--- src/rtl/gelato_types_pkg.sv ---
// Shared types and width defaults for the gelato memory arbiter slice.
`ifndef ADDR_WIDTH
`define ADDR_WIDTH 32
`endif
`ifndef DATA_WIDTH
`define DATA_WIDTH 32
`endif

package gelato_types;

    localparam int unsigned NUM_REQ_DEF = 4;

    typedef enum logic [1:0] {
        IDLE,
        ISSUE,
        WAIT
    } status_t;

endpackage

--- src/rtl/gelato_rr_picker.sv ---
// Combinational round-robin picker: first set bit of req at or after rr_ptr.
module gelato_rr_picker
    import gelato_types::*;
#(
    parameter int unsigned NUM_REQ = NUM_REQ_DEF
) (
    input  logic [NUM_REQ-1:0]         req,
    input  logic [$clog2(NUM_REQ)-1:0] rr_ptr,
    output logic                       found,
    output logic [$clog2(NUM_REQ)-1:0] index
);

    localparam int unsigned IDW = $clog2(NUM_REQ);

    logic [IDW-1:0] cand;

    always_comb begin
        found = 1'b0;
        index = '0;
        cand  = '0;
        for (int unsigned i = 0; i < NUM_REQ; i++) begin
            cand = IDW'((32'(rr_ptr) + i) % NUM_REQ);
            if (!found && req[cand]) begin
                found = 1'b1;
                index = cand;
            end
        end
    end

endmodule

--- src/rtl/gelato_mem_arbiter.sv ---
// Round-robin arbiter sharing one RAM port among NUM_REQ requesters.
module gelato_mem_arbiter
    import gelato_types::*;
#(
    parameter int unsigned NUM_REQ    = NUM_REQ_DEF,
    parameter int unsigned ADDR_WIDTH = `ADDR_WIDTH,
    parameter int unsigned DATA_WIDTH = `DATA_WIDTH
) (
    input  logic                          clk,
    input  logic                          rst_n,
    input  logic                          rdy,
    input  logic [NUM_REQ-1:0]            req_valid,
    input  logic [NUM_REQ-1:0]            req_write,
    input  logic [NUM_REQ*ADDR_WIDTH-1:0] req_addr,
    input  logic [NUM_REQ*DATA_WIDTH-1:0] req_wdata,
    output logic [NUM_REQ-1:0]            req_done,
    output logic [DATA_WIDTH-1:0]         req_rdata,
    output logic                          ram_valid,
    output logic                          ram_write,
    output logic [ADDR_WIDTH-1:0]         ram_addr,
    output logic [DATA_WIDTH-1:0]         ram_wdata,
    input  logic                          ram_done,
    input  logic [DATA_WIDTH-1:0]         ram_rdata,
    output logic                          busy,
    output logic [$clog2(NUM_REQ)-1:0]    grant_id
);

    localparam int unsigned IDW = $clog2(NUM_REQ);

    status_t         state, state_d;
    logic [IDW-1:0]  rr_ptr;
    logic [IDW-1:0]  pick_idx;
    logic            pick_found;
    logic            grant_en;
    logic            complete_en;
    logic [ADDR_WIDTH-1:0] sel_addr;
    logic [DATA_WIDTH-1:0] sel_wdata;

    gelato_rr_picker #(.NUM_REQ(NUM_REQ)) u_picker (
        .req    (req_valid),
        .rr_ptr (rr_ptr),
        .found  (pick_found),
        .index  (pick_idx)
    );

    always_comb begin
        sel_addr  = '0;
        sel_wdata = '0;
        for (int unsigned i = 0; i < NUM_REQ; i++) begin
            if (pick_idx == IDW'(i)) begin
                sel_addr  = req_addr[i*ADDR_WIDTH +: ADDR_WIDTH];
                sel_wdata = req_wdata[i*DATA_WIDTH +: DATA_WIDTH];
            end
        end
    end

    always_ff @(posedge clk or negedge rst_n) begin
        if (!rst_n) begin
            state <= IDLE;
        end else if (rdy) begin
            state <= state_d;
        end
    end

    always_comb begin
        state_d     = state;
        grant_en    = 1'b0;
        complete_en = 1'b0;
        case (state)
            IDLE: begin
                if (pick_found) begin
                    grant_en = 1'b1;
                    state_d  = ISSUE;
                end
            end
            ISSUE: state_d = WAIT;
            WAIT: begin
                if (ram_done) begin
                    complete_en = 1'b1;
                    state_d     = IDLE;
                end
            end
            default: state_d = IDLE;
        endcase
    end

    assign ram_valid = (state == ISSUE);
    assign busy      = (state != IDLE);

    // Request fields are captured only at grant, so they stay stable while busy
    always_ff @(posedge clk or negedge rst_n) begin
        if (!rst_n) begin
            rr_ptr    <= '0;
            grant_id  <= '0;
            ram_write <= 1'b0;
            ram_addr  <= '0;
            ram_wdata <= '0;
            req_done  <= '0;
            req_rdata <= '0;
        end else if (rdy) begin
            req_done <= '0;
            if (grant_en) begin
                grant_id  <= pick_idx;
                ram_write <= req_write[pick_idx];
                ram_addr  <= sel_addr;
                ram_wdata <= sel_wdata;
            end
            if (complete_en) begin
                req_done <= NUM_REQ'(1) << grant_id;
                if (!ram_write) begin
                    req_rdata <= ram_rdata;
                end
                rr_ptr <= (grant_id == IDW'(NUM_REQ - 1)) ? '0 : grant_id + 1'b1;
            end
        end
    end

endmodule

--- config.mk ---
export PLATFORM = sky130hd
export DESIGN_NAME = gelato_mem_arbiter
export DESIGN_NICKNAME = d
export VERILOG_FILES = /design/src/rtl/gelato_types_pkg.sv /design/src/rtl/gelato_rr_picker.sv /design/src/rtl/gelato_mem_arbiter.sv
export SDC_FILE = /design/constraint.sdc
export NUM_CORES = 1
export LEC_CHECK = 0
export ABC_AREA = 1
export CORE_AREA = 2 2 156 158
export CTS_CLUSTER_SIZE = 20
export DETAILED_ROUTE_END_ITERATION = 6
export DIE_AREA = 0 0 158 160
export PLACE_DENSITY = 0.67
export SLEW_MARGIN = 20
export SYNTH_ARGS = -nofsm -noshare
export SYNTH_HDL_FRONTEND = slang
export SYNTH_SLANG_ARGS = --single-unit
--- constraint.sdc ---
create_clock -name clk -period 2.4 [get_ports clk]
set_input_delay 0.48 -clock clk [delete_from_list [all_inputs] [get_ports clk]]
set_output_delay 0.48 -clock clk [all_outputs]
set_load 0.01 [all_outputs]
[After elaboration in Yosys (flattened, before gate mapping)]
Cells that the tools add are included.
Word-level totals
  flip-flop bits (word level): 107
  word-level logic and storage cells: 75
Cells by class
  add/subtract/negate cells: 4
  shift operators: 1
  order comparisons: 5
  reduce and logical (&&, ||, !) cells: 13
  mux-type cells: 35
  bitwise gates (word level): 1
  equal/unequal tests: 8
Operators with widths (number)
  $mux 32: 8
  $lt 2x3->1 const B: 5
  $mux 2: 7
  $mux 1: 13
  $bmux 1 s2: 5
  $eq 2x2->1 const B: 4
  $pmux 2 s3: 1
  $reduce_and 3->1: 2
  $add 2x1->2 const B: 2
  $add 2x2->2 const B: 2
  $eq 2x1->1 const B: 2
  $logic_not 2->1: 2
  $mux 4: 1
  $ne 2x2->1 const B: 2
  $reduce_and 2->1: 2
  $shl 1x2->4 const A: 1
  $logic_and 1x1->1: 3
  $logic_not 1->1: 3
  $reduce_bool 2->1: 1
  $not 1->1: 1

[Longest topological paths before layout]
Gate-level depths: netlist (run 1).
  depth in word-level cells: 17
  mapped depth: 17

[Cells and area by module]
A second synthesis (run 1) with hierarchy kept.
Unflattened totals
  cell total of the unflattened synthesis: 963
  area, all modules: 6473.7 µm²
Modules (own cells, without submodules)
  gelato_mem_arbiter: cells an instance 904, instances 1, area an instance 6154.7 µm²
  gelato_rr_picker: cells an instance 59, instances 1, area an instance 319.1 µm²

[Worst setup path after synthesis (run 1)]
OpenSTA, ideal clock, no wires.
  path kind: input-to-reg
  start point: input rdy
  end point: register req_rdata[10]
  data required time: 2.275 ns
  path slack: 0.403 ns
  buffers on the path: 2
  arrival: 1.872 ns
  stages: 5
  path through: clkbuf_1 > nand4_1 > nor2_1 > buf_2 > mux2_2
Between the ends
  cells in the longest elaborated chain, start to end: 1
Ends and longest elaborated chain
  start: declaration: line gelato_mem_arbiter.sv:11  | input logic rdy,
  $reduce_and 3->1 (no line)
  end signal: assignment: line gelato_mem_arbiter.sv:111  | req_rdata <= ram_rdata;
  end: declaration: line gelato_mem_arbiter.sv:17  | output logic [DATA_WIDTH-1:0] req_rdata,
No other way between the ends.
A chain may end at the register's enable or synchronous reset.

[Worst setup path after layout (run 1)]
  start point: register rr_ptr[1]
  end point: register ram_addr[28]
Between the ends
  cells in the longest elaborated chain, start to end: 17
  elaborated cells on any way between the ends: 36
Ends and longest elaborated chain
  start: declaration: line gelato_mem_arbiter.sv:31  | logic [IDW-1:0] rr_ptr;
  start signal: assignment: line gelato_mem_arbiter.sv:113  | rr_ptr <= (grant_id == IDW'(NUM_REQ - 1)) ? '0 : grant_id + 1'b1;
  parallel branches: the longest is 17 deep, another holds $add 2x1->2
  end signal: assignment: line gelato_mem_arbiter.sv:105  | ram_addr <= sel_addr;
  end: declaration: line gelato_mem_arbiter.sv:20  | output logic [ADDR_WIDTH-1:0] ram_addr,
Several ways; the timed one is not identified. The select of a mux whose other input is x is not followed.

==> summary.md, run 1 <==
| Metric | Value |
|---|---|
| Max Slew Vio Count | `0` |
| Worst reg2reg path depth | `15` |
| IO Pins | `between 400 and 500` |
| Final Cycle Share | `93.8%` |
| Synth Warn # | `0` |
| Leakage power | `6.61 nW` |
| Cell Rows | `57` |
| Pwr Density | `1360 nW/µm²` |
| Syn Std Cell Area | `about 7300 µm²` |
| Levels on crit path | `15` |
| Setup TNS | `0 ns` |
| Tmin final | `roughly 2.3 ns` |
| Power Total | `17.1 mW` |
| Post-Synthesis Net Count | `~1500` |
| Die H | `160 µm` |
| Hold Buf Count CTS | `0` |
| Worst hold margin | `0.197 ns` |
| Final Util | `between 50% and 60%` |
| Seq cells post-synth | `around 110` |
| Vias | `8545` |
| Worst Setup End Kind | `flop` |
| Commonest non-fill, non-tap cell in the layout | `nand2_1` |
| Routability cong. | `0.873` |
| Placed Instances | `1901` |
| CTS root buf | `clkbuf_16` |
| DR DRC count | `0` |
| Place WS | `-0.256 ns` |
| Global-route usage over all layers | `21.1%` |
| Post-Syn Area per Cell | `6.18 µm²` |
| Reg-to-reg startpoint | `rr_ptr[1]$_DFFE_PN0P_` |
| Final setup vio count | `0` |
| Inserted Clock Buffers | `9` |
| Synth-to-Final Area Change | `71.3%` |
| Worst VDD drop | `0.687 mV` |
| Commonest cells after routing, fill and taps aside | `nand2_1, clkdlybuf4s50_1, inv_1, nand3_1, dfrtp_1` |
| Slowest CP cell | `dfrtp_2` |
| R2r endpoint | `ram_addr[28]$_DFFE_PN0P_` |
| Crit path max fanout | `8` |
| Fill count | `2332` |
| Clock transition at path regs | `0.09 ns` |
| Fin. Hold Viols | `0` |
| H-tree Lvls | `3` |
| Setup Skew | `0.0118 ns` |
| First-pass GRT wire length | `about 42 mm` |
| Iter 0 DRT Violations | `342` |
| Post-Layout Cell Count | `1931` |
| Clk sinks | `approximately 110` |
| F_max | `444 MHz` |
| Fin nets | `1904` |
| Pre-antenna DRT Iters | `6` |
| Post-route ant nets | `0` |
| Vias in the first global route | `8192` |
| CP most frequent cell | `nand2_1` |
| Sequential share of the synthesized area | `36.5%` |
| Family with the most delay on the worst path | `simple AND/OR/NAND/NOR gates` |
| Layout cell share with drive strength beyond 1 | `10.2%` |
| Initial Utilization | `30.8%` |
| Hold crit path type | `input port to asynchronous set/reset pin` |
| Post-DP Area | `12000 µm²` |
| Grt ovf | `0` |
| Worst Path Arrival | `2.54 ns` |
| Largest net degree at the start of global routing | `about 110` |
| Routed WL per cell | `14.7 µm` |
| Fraction of registers with async set or reset after synthesis | `100%` |
| Via-to-Cell Ratio | `around 4.4` |
| Die outline width | `158 µm` |
| Worst setup margin | `0.149 ns` |
| Slowest cell delay on critical path | `around 0.48 ns` |
| R2R Setup Slk | `between 0.1 and 0.15 ns` |
| Die area | `25300 µm²` |
| Crit path capture | `ram_addr[28]$_DFFE_PN0P_` |
| Post-Route WL | `28.3 mm` |
| EDFF count, synth | `0` |
| Dpl hpwl | `21.1 mm` |
| Post-synth cell types | `26` |
| Req. time, crit path | `between 2 and 3 ns` |
| Clk Latency, worst-skew pair | `0.36 ns` |
| CTS tree | `done` |
| # port buffers | `about 400` |
| Cell area after layout | `12600 µm²` |
| CP cell instances | `inv_4 -> nand2_1 -> nand2_2 -> nand2_1 -> o21ai_2 -> nand3_1 -> nand2_2 -> nand2_4 -> nor2_4 -> buf_6 -> clkinvlp_4 -> buf_12 -> nand2_1 -> nand2_1 -> nand2_1` |
| Maxcap violations | `0` |
| Relative slew slack | `60.0%` |
| Synth Flop Type | `dfrtp_1` |
| Critical path class | `flop to flop` |
| Initial antenna violation count | `2` |
| CP startpoint | `rr_ptr[1]$_DFFE_PN0P_` |
| Worst Tran Pin Value | `0.600 ns` |
| CP Buf/Inv Count | `4` |
| Status | `complete, no violations` |
| Clock tree buffer depth | `2` |
| Core Area | `23800 µm²` |
| Syn Inst Count | `1188` |
| CP Launch Type | `flop` |
## state kept, by name, indices dropped and copies added, names as in the netlist
name and flops:
ram_wdata 32, req_done 4, rr_ptr 2, state 2, ram_write 1, req_rdata 32, grant_id 2, ram_addr 32
## power by group
group          leakage, nW  switching [mW]  internal, mW
clock                0.146           0.748         0.830
combinational         5.14            6.70          5.61
sequential            1.32           0.502          2.68
total                 6.61            7.94          9.13
## cell usage after synthesis, types with 2 or more instances
cell type  count  area (µm²)
nand2_2        3        18.8
nand3_1      110         551
buf_1          2        7.51
nand2_1      495        1860
buf_4         14         105
o22ai_1        4        25.0
a21oi_1        4        20.0
nand4_1       12        75.1
nor2_4         2        22.5
mux2_2        32         360
inv_1        211         792
dfrtp_1      107        2680
ha_1           4        50.1
inv_2         28         105
buf_2         28         140
clkbuf_1      15        56.3
o21ai_0        7        35.0
nor2_2         2        12.5
nor2_1       101         379
## worst reg2reg max path, cell delays in order (launching register included)
cell and delay, ns:
dfrtp_2 0.48, inv_4 0.12, nand2_1 0.07, nand2_2 0.11, nand2_1 0.11, o21ai_2 0.09
nand3_1 0.11, nand2_2 0.11, nand2_4 0.09, nor2_4 0.19, buf_6 0.17, clkinvlp_4 0.16
buf_12 0.18, nand2_1 0.09, nand2_1 0.06, nand2_1 0.06
## cell type report
cell class	instances	area, µm²	share of cell area, %
Sequential cell	107	2680	21.3
Antenna cell	2	5.00	0.0398
Inverter	240	910	7.24
Tap cell	324	405	3.22
Multi-Input combinational cell	782	3540	28.2
Clock inverter	7	85.1	0.677
Timing Repair Buffer	460	4720	37.6
Clock buffer	9	225	1.79
## per-layer routing
layer / global-route usage (%) / vias to the layer above / routed length [µm]
met5: 0 / - / 0
met1: 23.5 / 3842 / 10800
met2: 38.7 / 353 / 14300
met3: 5.35 / 44 / 2530
met4: 6.88 / 0 / 744
li1: - / 4306 / -
## cell families after synthesis
| logic type | synth area share [%] |
|---|---|
| AND/OR/NAND/NOR | 40.2 |
| buffers and inverters | 16.5 |
| adder cells (fa/ha/maj) | 0.682 |
| AO/OA/AOI/OAI | 1.26 |
| multiplexers | 4.91 |
| flip-flops | 36.5 |
## worst min path at each step
stage                         startpoint                   endpoint  slack (ns)  depth (start not counted)
3_5_place_dp   ram_wdata[15]$_DFFE_PN0P_  ram_wdata[15]$_DFFE_PN0P_        0.46                          2
6_report                           rst_n   req_rdata[4]$_DFFE_PN0P_        0.20                          2
4_1_cts                            rst_n   req_rdata[4]$_DFFE_PN0P_        0.22                          2
3_3_place_gp   ram_wdata[13]$_DFFE_PN0P_  ram_wdata[13]$_DFFE_PN0P_        0.46                          2
5_1_grt                            rst_n   req_rdata[6]$_DFFE_PN0P_        0.24                          2
2_1_floorplan                      rst_n    grant_id[0]$_DFFE_PN0P_        0.18                          0
## timing repair
item | 4_1_cts | 5_1_grt
setup endpoints to repair | 0 | 51
buffers inserted | 0 | 8
gates resized for setup | 0 | 36
Note: power is estimated with default switching activity, not from simulation.
==> run 2, diff against run 1 <==
- CORE_AREA: 2 2 156 158 -> 2 2 160 162
- DIE_AREA: 0 0 158 160 -> 0 0 162 164
- MAX_ROUTING_LAYER: unset -> met4
- clock period: 2.4 -> 1.9 ns (I/O delays scaled with it)
==> run 2 against run 1 <==
  * Highest routed layer unchanged
  * Power increased by 60%
  * Sequential power increased by 27%
  * Die area increased by 5.1%
  * Largest power group unchanged
  * The run now ends with setup timing left
==> summary.md, run 2 (same netlist as run 1, synthesis figures left out) <==
| Metric | Value |
|---|---|
| Status | `finished with violations` |
| Failing checks | `setup timing` |
| Met1 Resource Use GR | `24.6%` |
| Inserted Clock Buffers | `9` |
| Pwr Density | `1940 nW/µm²` |
| Critical path class | `flop to flop` |
| Global-route usage over all layers | `22.2%` |
| Post-DP Area | `12200 µm²` |
| Clk Latency, worst-skew pair | `0.36 ns` |
| Setup Skew | `0.0154 ns` |
| Final Util | `between 50 and 60%` |
| Hold crit path type | `input port to asynchronous set/reset pin` |
| CP Launch Type | `flop` |
| Initial Utilization | `roughly 30%` |
| IO Pins | `405` |
| Worst reg2reg path depth | `18` |
| H-tree Lvls | `3` |
| Crit path max fanout | `7` |
| Clk sinks | `roughly 110` |
| Synth-to-Final Area Change | `92.1%` |
| Met2 usage | `between 30 and 40%` |
| Largest regs | `ram_addr x32, ram_wdata x32, req_rdata x32` |
| Slowest CP cell | `dfrtp_2` |
| Core Area | `24800 µm²` |
| Tmin final | `2.26 ns` |
| Post-route ant nets | `0` |
| Fin. Hold Viols | `0` |
| Max Slew Vio Count | `0` |
| Reg-to-reg startpoint | `rr_ptr[0]$_DFFE_PN0P_` |
| Die outline width | `162 µm` |
| Req. time, crit path | `2.16 ns` |
| Routed WL per cell | `15.6 µm` |
| Final Cycle Share | `119%` |
| CTS tree | `done` |
| Worst Setup End Kind | `flop` |
| Iter 0 DRT Violations | `372` |
| Worst Path Arrival | `2.52 ns` |
| Vias | `~8900` |
| Vias in the first global route | `8393` |
| R2R Setup Slk | `-0.36 ns` |
| Grt ovf | `0` |
| Pre-antenna DRT Iters | `5` |
| Final setup vio count | `66` |
| CP Buf/Inv Count | `5` |
| Largest net degree at the start of global routing | `46` |
| Worst VDD drop | `roughly 1.4 mV` |
| Maxcap violations | `0` |
| Layout cell share with drive strength beyond 1 | `21.6%` |
| CTS root buf | `clkbuf_16` |
| Cell area after layout | `14100 µm²` |
| Worst setup margin | `-0.361 ns` |
| R2r endpoint | `ram_addr[2]$_DFFE_PN0P_` |
| Fin nets | `a little under 2000` |
| Fill count | `2301` |
| Via-to-Cell Ratio | `4.45` |
| # port buffers | `404` |
| CP cell instances | `buf_6 -> nand2_2 -> nand2_2 -> nand2_2 -> nand2_2 -> nor2_4 -> nand3_2 -> nand2_2 -> nand2_4 -> nor2_4 -> buf_12 -> buf_12 -> clkbuf_16 -> nand2_2 -> nand2_1 -> inv_2 -> nand2_1 -> nand2_1` |
| Relative slew slack | `approximately three quarters` |
| Die H | `164 µm` |
| Clock tree buffer depth | `2` |
| DR DRC count | `0` |
| Family with the most delay on the worst path | `simple AND/OR/NAND/NOR gates` |
| Commonest cells after routing, fill and taps aside | `nand2_1, clkdlybuf4s50_1, inv_1, dfrtp_1, nand3_1` |
| Commonest non-fill, non-tap cell in the layout | `nand2_1` |
| Global route hottest layer | `met2` |
| Clock transition at path regs | `0.08 ns` |
| First-pass GRT wire length | `44.4 mm` |
| Slowest cell delay on critical path | `0.47 ns` |
| F_max | `442 MHz` |
| Cell Rows | `58` |
| Die area | `26600 µm²` |
| GR Util met3 | `5.98%` |
| Post-Route WL | `31.1 mm` |
| RSZ-0062 raised after global routing | `true` |
| Initial antenna violation count | `1` |
| Worst Tran Pin Value | `around 0.35 ns` |
| Routability cong. | `0.884` |
| CP most frequent cell | `nand2_2` |
| Leakage power | `7.26 nW` |
| Dpl hpwl | `around 22 mm` |
run 2: metal layers:
metal / part of all wire (%) / vias up
met5: 0 / -
met4: 3.2 / 0
met3: 7.7 / 55
met1: 38 / 4040
li1: - / 4427
met2: 51 / 351
run 2: worst reg2reg max path: stages (launching register included):
cell	delay (ns)
dfrtp_2	0.47
buf_6	0.16
nand2_2	0.06
nand2_2	0.06
nand2_2	0.10
nand2_2	0.08
nor2_4	0.12
nand3_2	0.07
nand2_2	0.10
nand2_4	0.10
nor2_4	0.12
buf_12	0.15
buf_12	0.16
clkbuf_16	0.17
nand2_2	0.05
nand2_1	0.07
inv_2	0.03
nand2_1	0.05
nand2_1	0.04
run 2: how the worst max path moves through the flow:
stage	startpoint	to	slack [ns]	cells after the start
2_1_floorplan	rr_ptr[0]$_DFFE_PN0P_	ram_addr[12]$_DFFE_PN0P_	0.001	15
4_1_cts	rr_ptr[0]$_DFFE_PN0P_	ram_addr[6]$_DFFE_PN0P_	-0.27	16
5_1_grt	rr_ptr[0]$_DFFE_PN0P_	ram_addr[3]$_DFFE_PN0P_	-0.48	18
6_report	rr_ptr[0]$_DFFE_PN0P_	ram_addr[2]$_DFFE_PN0P_	-0.36	18
3_5_place_dp	req_valid[2]	ram_addr[10]$_DFFE_PN0P_	-0.66	16
3_3_place_gp	req_valid[0]	ram_wdata[10]$_DFFE_PN0P_	-0.62	14
run 2: final cells by class:
class,instances,area [µm²],area share [%]
antenna,1,2.50,0.0177
clock buffer,9,225,1.60
clock inverter,7,78.8,0.559
inverter,240,922,6.54
multi-input combinational,782,4170,29.5
sequential,107,2680,19.0
tap,330,413,2.93
timing repair buffer,515,5610,39.8
timing repair inverter,1,5.00,0.0355
run 2: what timing repair did:
item                                    CTS  global route
pin swaps                                 7            68
hold buffers                              1             0
endpoints found under the setup margin   67            68
setup buffers                            17            15
cloned                                    6             8
gates resized for setup                  52           213
hold endpoints to repair                 22             0
run 2: report_power, final:
part	switching [mW]	leakage, nW	internal (mW)	total (mW)
Sequential	0.652	1.32	3.39	4.04
Combinational	10.8	5.79	10.5	21.3
Clock	1.02	0.149	0.945	1.96
run 2: metrics by stage:
stage / worst slack (ns) / setup TNS (ns) / std cells / hold WS, ns / power (mW)
global placement: -0.618 / -36.24 / 1930 / 0.314 / 19.2
CTS: -0.272 / -13.90 / 1970 / 0.476 / 23.7
finish: -0.361 / -19.97 / 1992 / 0.476 / 27.3
global route: -0.477 / -28.62 / 1992 / 0.506 / 29.4
floorplan: 0.00127 / 0 / 1188 / 0.0844 / 12.4
detailed placement: -0.665 / -39.64 / 1930 / 0.314 / 19.4
